### config.mk
export PLATFORM = sky130hd
export DESIGN_NAME = symm_iter_ctrl
export DESIGN_NICKNAME = d
export VERILOG_FILES = /design/src/rtl/symm_iter_ctrl.sv
export SDC_FILE = /design/constraint.sdc
export NUM_CORES = 1
export LEC_CHECK = 0
export CAP_MARGIN = 20
export CORE_MARGIN = 4
export CORE_UTILIZATION = 50
export CTS_CLUSTER_SIZE = 30
export DETAILED_ROUTE_END_ITERATION = 8
export GPL_TIMING_DRIVEN = 0
export PLACE_DENSITY = 0.8
export SLEW_MARGIN = 10
export SYNTH_ARGS = -nofsm -noshare
export SYNTH_HDL_FRONTEND = slang
export SYNTH_SLANG_ARGS = --single-unit
### constraint.sdc
create_clock -name clk_ctl -period 3.8 [get_ports clk_ctl]
set_clock_uncertainty 0.1 [all_clocks]
set_input_delay 0.76 -clock clk_ctl [delete_from_list [all_inputs] [get_ports clk_ctl]]
set_output_delay 0.76 -clock clk_ctl [all_outputs]
set_load 0.005 [all_outputs]
### src/rtl/symm_iter_ctrl.sv
// rtl/symm_iter_ctrl.sv - sequencer for the FastICA symmetric-decorrelation loop
//
// Drives the enable/select pair of the 4x4 weight-matrix selector.
// It loads the initial W once, then repeatedly launches the decorrelation datapath
// and captures its fed-back result until one of these occurs: convergence, the
// iteration limit, a watchdog timeout, or an abort.
//
// Optional feature: define SYMM_CTRL_WDOG_EN to build the WAIT-state watchdog.
// Without it, WAIT waits indefinitely and timeout_err is constant 0.
//
// Ports:
//   clk_ctl      in   clock, all logic on posedge
//   rst_ctl      in   synchronous active-high reset
//   start        in   run request, sampled only in IDLE
//   abort        in   cancel run from any non-IDLE state
//   dp_done      in   datapath result valid pulse, sampled only in WAIT
//   converged    in   convergence flag, qualified by dp_done
//   en_sel       out  selector capture enable (LOAD/UPDATE only)
//   select       out  selector source: 0 = initial W, 1 = datapath feedback
//   dp_start     out  one-cycle datapath launch pulse
//   busy         out  high in every state except IDLE
//   done         out  one-cycle run-complete pulse
//   iter_cnt     out  feedback captures in current/last run
//   timeout_err  out  sticky watchdog flag
module symm_iter_ctrl #(
    parameter int MAX_ITER = 16,
    parameter int ITER_W   = 5,
    parameter int WDOG_CYC = 255
) (
    input  logic              clk_ctl,
    input  logic              rst_ctl,
    input  logic              start,
    input  logic              abort,
    input  logic              dp_done,
    input  logic              converged,
    output logic              en_sel,
    output logic              select,
    output logic              dp_start,
    output logic              busy,
    output logic              done,
    output logic [ITER_W-1:0] iter_cnt,
    output logic              timeout_err
);

    localparam logic [2:0] S_IDLE   = 3'd0;
    localparam logic [2:0] S_LOAD   = 3'd1;
    localparam logic [2:0] S_KICK   = 3'd2;
    localparam logic [2:0] S_WAIT   = 3'd3;
    localparam logic [2:0] S_UPDATE = 3'd4;
    localparam logic [2:0] S_DONE   = 3'd5;

    localparam logic [ITER_W-1:0] ITER_LIMIT = ITER_W'(MAX_ITER);

    logic [2:0]        state_q, state_d;
    logic [ITER_W-1:0] iter_cnt_q, iter_cnt_d;
    logic              conv_q, conv_d;
    logic              en_sel_q, en_sel_d;
    logic              select_q, select_d;
    logic              dp_start_q, dp_start_d;
    logic              busy_q, busy_d;
    logic              done_q, done_d;
    logic              wdog_expire;
    logic              tmo_set;
    logic              tmo_clr;

`ifdef SYMM_CTRL_WDOG_EN
    // One extra count of headroom: the counter steps once more on the expiry cycle.
    localparam int WDOG_W = $clog2(WDOG_CYC + 1);
    localparam logic [WDOG_W-1:0] WDOG_LAST = WDOG_W'(WDOG_CYC - 1);

    logic [WDOG_W-1:0] wdog_q, wdog_d;
    logic              timeout_err_q, timeout_err_d;

    assign wdog_expire = (state_q == S_WAIT) && (wdog_q == WDOG_LAST);

    always_comb begin
        wdog_d = wdog_q;
        if (state_q == S_KICK) begin
            wdog_d = '0;
        end else if (state_q == S_WAIT) begin
            wdog_d = wdog_q + 1'b1;
        end
    end

    always_comb begin
        timeout_err_d = timeout_err_q;
        if (tmo_clr) begin
            timeout_err_d = 1'b0;
        end else if (tmo_set) begin
            timeout_err_d = 1'b1;
        end
    end

    always_ff @(posedge clk_ctl) begin
        if (rst_ctl) begin
            wdog_q        <= '0;
            timeout_err_q <= 1'b0;
        end else begin
            wdog_q        <= wdog_d;
            timeout_err_q <= timeout_err_d;
        end
    end

    assign timeout_err = timeout_err_q;
`else
    assign wdog_expire = 1'b0;
    // WDOG_CYC is always >= 1, so this folds to constant 0; referencing it keeps
    // the parameter list meaningful in both builds.
    assign timeout_err = (WDOG_CYC < 1);
`endif

    always_comb begin
        state_d    = state_q;
        iter_cnt_d = iter_cnt_q;
        conv_d     = conv_q;
        tmo_set    = 1'b0;
        tmo_clr    = 1'b0;

        case (state_q)
            S_IDLE: begin
                if (start) begin
                    state_d    = S_LOAD;
                    iter_cnt_d = '0;
                    tmo_clr    = 1'b1;
                end
            end
            S_LOAD:  state_d = S_KICK;
            S_KICK:  state_d = S_WAIT;
            S_WAIT: begin
                // dp_done beats a simultaneous watchdog expiry.
                if (dp_done) begin
                    state_d    = S_UPDATE;
                    conv_d     = converged;
                    // Counted on entry, so UPDATE already shows the new value.
                    // WAIT is only reached with iter_cnt < MAX_ITER.
                    iter_cnt_d = iter_cnt_q + 1'b1;
                end else if (wdog_expire) begin
                    state_d = S_DONE;
                    tmo_set = 1'b1;
                end
            end
            S_UPDATE: begin
                if (conv_q || (iter_cnt_q == ITER_LIMIT)) begin
                    state_d = S_DONE;
                end else begin
                    state_d = S_KICK;
                end
            end
            S_DONE:  state_d = S_IDLE;
            default: state_d = S_IDLE;
        endcase

        // Abort overrides everything decided above for this cycle.
        if (abort && (state_q != S_IDLE)) begin
            state_d    = S_IDLE;
            iter_cnt_d = iter_cnt_q;
            conv_d     = conv_q;
            tmo_set    = 1'b0;
        end
    end

    // Outputs are registered from the next state, so they line up with state_q.
    always_comb begin
        en_sel_d   = (state_d == S_LOAD) || (state_d == S_UPDATE);
        select_d   = (state_d == S_UPDATE);
        dp_start_d = (state_d == S_KICK);
        busy_d     = (state_d != S_IDLE);
        done_d     = (state_d == S_DONE);
    end

    always_ff @(posedge clk_ctl) begin
        if (rst_ctl) begin
            state_q    <= S_IDLE;
            iter_cnt_q <= '0;
            conv_q     <= 1'b0;
            en_sel_q   <= 1'b0;
            select_q   <= 1'b0;
            dp_start_q <= 1'b0;
            busy_q     <= 1'b0;
            done_q     <= 1'b0;
        end else begin
            state_q    <= state_d;
            iter_cnt_q <= iter_cnt_d;
            conv_q     <= conv_d;
            en_sel_q   <= en_sel_d;
            select_q   <= select_d;
            dp_start_q <= dp_start_d;
            busy_q     <= busy_d;
            done_q     <= done_d;
        end
    end

    assign en_sel   = en_sel_q;
    assign select   = select_q;
    assign dp_start = dp_start_q;
    assign busy     = busy_q;
    assign done     = done_q;
    assign iter_cnt = iter_cnt_q;

endmodule

## Yosys cells after proc, flatten, opt, wreduce, memory -nomap -nowiden

Cells that the tools add are included.

| word-level totals | value |
|---|---|
| word-level logic and storage cells | 38 |
| memories | 0 |
| latch bits | 0 |
| input port bits | 6 |
| RAM bits | 0 |
| bits in read-only memories | 0 |
| bits in registers | 14 |

| cells by class | value |
|---|---|
| equal/unequal tests | 11 |
| bitwise gates (word level) | 1 |
| order comparisons | 0 |
| muxes and demuxes | 8 |
| multipliers | 0 |
| divide/modulo/power cells | 0 |
| shifts and indexed selects | 0 |
| reduce and logical (&&, ||, !) cells | 9 |
| add/sub/neg operators | 1 |

Operator list:

| kind | number |
|---|---|
| $pmux 3 s5 | 1 |
| $mux 3 | 4 |
| $mux 5 | 2 |
| $pmux 5 s2 | 1 |
| $eq 3x2->1 const B | 3 |
| $eq 3x3->1 const B | 3 |
| $eq 3x1->1 const B | 2 |
| $reduce_bool 3->1 | 2 |
| $add 5x1->5 const B | 1 |
| $eq 5x5->1 const B | 1 |
| $ne 2x2->1 const B | 2 |
| $reduce_and 4->1 | 1 |
| $logic_not 3->1 | 1 |
| $reduce_and 3->1 | 1 |
| $logic_or 1x1->1 | 2 |
| $reduce_bool 2->1 | 1 |
| $logic_and 1x1->1 | 1 |
| $not 1->1 | 1 |

## Longest topological paths before layout

| depth | value |
|---|---|
| depth in word-level cells | 7 |
| mapped depth | 5 |

## Worst setup path before layout

Ideal clock, no wire load.

| path | value |
|---|---|
| path type | input-to-reg |
| start point | in start |
| end point | reg iter_cnt_q[4], in the netlist iter_cnt[4] |
| arrival time | 1.532 ns |
| path buffers | 0 |
| cell stages on the path | 3 |
| slack | 2.097 ns |
| data required time | 3.628 ns |
| library setup time | 0.072 ns |
| cells stage by stage | or3b_4 a211oi_2 mux2i_1 |

| on the way | value |
|---|---|
| cells in the longest elaborated chain, start to end | 2 |

Ends and longest elaborated chain:

| element | RTL line | RTL |
|---|---|---|
| start: declaration | 32 | `input logic start,` |
| $ne 2x2->1 (no source line) | n/a |  |
| $reduce_and 4->1 (no source line) | n/a |  |
| end signal: assignment | 183 | `iter_cnt_q <= iter_cnt_d;` |
| end: declaration | 55 | `logic [ITER_W-1:0] iter_cnt_q, iter_cnt_d;` |

No other way between the ends.
A chain may end at the register's enable or synchronous reset.

## Worst setup path in the final report

| path | value |
|---|---|
| start point | reg iter_cnt_q[2], in the netlist iter_cnt[2] |
| end point | out iter_cnt[2] |

RTL lines:

| element | RTL line | RTL |
|---|---|---|
| end: declaration | 41 | `output logic [ITER_W-1:0] iter_cnt,` |

No word-level cell between the ends.

==> metrics.csv <==
stage,metric,value,unit
finish,"commonest non-fill, non-tap cells in the layout","15 x clkdlybuf4s50_1, 14 x dfxtp_1, 5 x a21oi_1",
sta,Max Freq,0.482,GHz
critical_path,Critical Path Sink Type,primary output,
clocking,clock sinks,14,
sta,crit share post-route,54.6,%
critical_path,worst r2r path cells,5,
sta,Final Hold Viols,0,
finish,fin nets,106,
grt,first-pass GRT wire length,2590,um
critical_path,critical path class,register to primary output,
clocking,CTS H-Tree Depth,1,
clocking,post_cts resized,0,
grt,pin count of the biggest net entering global routing,11,
logic_synthesis,Mapped Cells,78,
die,starting density of the core,54.9,%
place,Post-Place Cells,108,
critical_path,Crit path largest cell delay,0.53,ns
die,Ports,17,
logic_synthesis,main combinational cell family by area after synthesis,simple AND/OR/NAND/NOR gates,
logic_synthesis,Synth warnings,0,
die,# rows,13,
die,Die X,46.3,um
pwr,leak pwr,0.000345,uW
logic_synthesis,#FFs+latches synth,14,
sta,PnR worst setup slack,1.72,ns
critical_path,Arrival @ worst endpoint,1.22,ns
place,Setup WS pre-CTS,1.53,ns
drt,DRC viols,0,
drt,Wirelength per Cell,14.1,um
clocking,Clock transition at path regs,0.08,ns
finish,share of layout cells above drive strength 1,14.6,%
logic_synthesis,sequential share of the synthesized area,38.3,%
critical_path,WP buf/inv,1,
logic_synthesis,Adder-Cell Fraction of Synth Area,3.42,%
grt,gr usage total,17.3,%
clocking,root buffer cell,clkbuf_4,
logic_synthesis,Post-Synth Simple-Gate Area,29.9,%
sta,final setup violation count,0,
logic_synthesis,Synthesized Nets,86,
drt,Vias/cell,6.00,
drt,Detail Route Antenna Nets,0,
sta,total negative slack,0,ns
critical_path,critical path cell sequence,clkdlybuf4s50_1,
clocking,CTS tree,done,
drt,initial DRC count,13,
place,Buffers on Ports,15,
logic_synthesis,"Distinct cells, synth",36,
finish,post-route insts no fill,111,
grt,GR Overflow Total,0,
logic_synthesis,top_reg_cell synth,dfxtp_1,
die,Die Area,2140,sq um
sta,"Slew Viols, Final",0,
logic_synthesis,syn avg cell area,9.38,sq um
clocking,clk buf depth,2,
drt,drt pass-1 iters,4,
logic_synthesis,synthesized-area fraction occupied by xor and xnor cells,0,%
grt,antenna violations before repair,0,
finish,FILL cells,109,
sta,WHS,0.431,ns
job,max-capacitance violation count,0,
place,routability cong.,0.760,
die,Die H,46.3,um
logic_synthesis,Compound-Gate Fraction of Synth Area,17.3,%
drt,Routed WL,1570,um
critical_path,Crit-path slowest cell,clkdlybuf4s50_1,
critical_path,"delay-heaviest family, CP",buffers and inverters,
logic_synthesis,Mapped Area,732,sq um
clocking,Clock Latency Late Sink,0.28,ns
critical_path,Worst EP required,2.94,ns
clocking,CTS Hold Bufs,0,
min_path,Hold/Removal Path Class,register to register,
drt,via count,666,
critical_path,critical path depth,1,
finish,n_diodes,0,
sta,final worst path period need,2.08,ns
finish,"most common cell after layout, fill and taps aside",clkdlybuf4s50_1,
logic_synthesis,multiplexer area fraction after synthesis,4.10,%
clocking,Num CTS Buffers,3,
logic_synthesis,"EDFF count, synth",0,
run_status,status,"finished, final reports clean",
critical_path,crit path max fanout,6,
pwr,Max VDD drop,0.227,mV
sta,RSZ-0062 raised after global routing,no,
logic_synthesis,"FFs w/ async S/R, synth",0,%
pwr,pwr/cell area,295,nW/um^2
finish,area grow syn2layout,26.2,%
die,CORE AREA,1330,sq um
clocking,# Post-CTS Setup Buffers,0,
critical_path,Startpoint Class,register,
min_path,worst hold stages,2,
grt,number of global-route vias before repair,588,
place,placed wire-length estimate,1200,um
==> kinds of logic after synthesis <==
family                     after synthesis
adders and majority gates                2
AOI/OAI and AO/OA                       18
other                                    1
DFF                                     14
and+or+nand+nor                         31
muxes                                    3
buffers and inverters                    9
==> cells in the mapped netlist (2+ instances only) <==
master | n | share of area, %
nor2_1 | 4 | 2.1
inv_1 | 4 | 2.1
buf_4 | 3 | 3.1
nand3_1 | 3 | 2.1
nand2_1 | 3 | 1.5
buf_2 | 2 | 1.4
ha_1 | 2 | 3.4
o31ai_1 | 2 | 2.1
o21ai_0 | 2 | 1.4
nand4b_1 | 2 | 2.4
mux2i_1 | 3 | 4.1
dfxtp_1 | 14 | 38
nand3b_1 | 3 | 3.1
a21oi_1 | 5 | 3.4
nor3_1 | 3 | 2.1
or3b_1 | 3 | 3.6
==> flip-flops by register name (all words and copies together) (netlist names) <==
name      count
busy          1
conv_q        1
done          1
dp_start      1
en_sel        1
iter_cnt      5
select        1
state_q       3
==> per-stage QoR <==
stage,utilization [%],instance area [sq um],total power [uW]
final,69.2,923,272
after global routing,69.2,923,285
after CTS,69.2,923,273
after detailed placement,67.5,901,192
after global placement,67.5,901,191
after floorplan,-,732,177
==> final timing paths <==
| path | startpoint | slack (ns) | end |
|---|---|---|---|
| worst max-delay path | iter_cnt[2] | 1.72 | iter_cnt[2] |
| worst min-delay path | iter_cnt[4] | 0.43 | iter_cnt[4] |
| worst min register to register | iter_cnt[4] | 0.43 | iter_cnt[4] |
| worst max register to register | iter_cnt[0] | 2.31 | state_q[1] |
==> metal layers <==
layer / GRT usage (%) / routed length (um) / vias to the layer above
met5: 0 / 0 / -
met4: 8.52 / 33 / 0
met3: 5.08 / 106 / 5
met2: 24.7 / 716 / 23
met1: 23.2 / 711 / 312
li1: - / - / 326
==> power by group <==
part           internal [uW]  switching (uW)  leakage (uW)
registers                150            1.39      0.000114
logic                   20.0            17.6      0.000217
clock network           36.8            46.6     0.0000138
==> cell type report <==
cell class	instances	area, sq um	area share (%)
Buffer	5	32.5	3.52
Tap cell	15	18.8	2.03
Sequential cell	14	280	30.4
Inverter	4	15.0	1.63
Multi-Input combinational cell	55	404	43.8
Clock buffer	3	22.5	2.44
Timing Repair Buffer	15	150	16.3
Note: power is estimated with default switching activity, not from simulation.
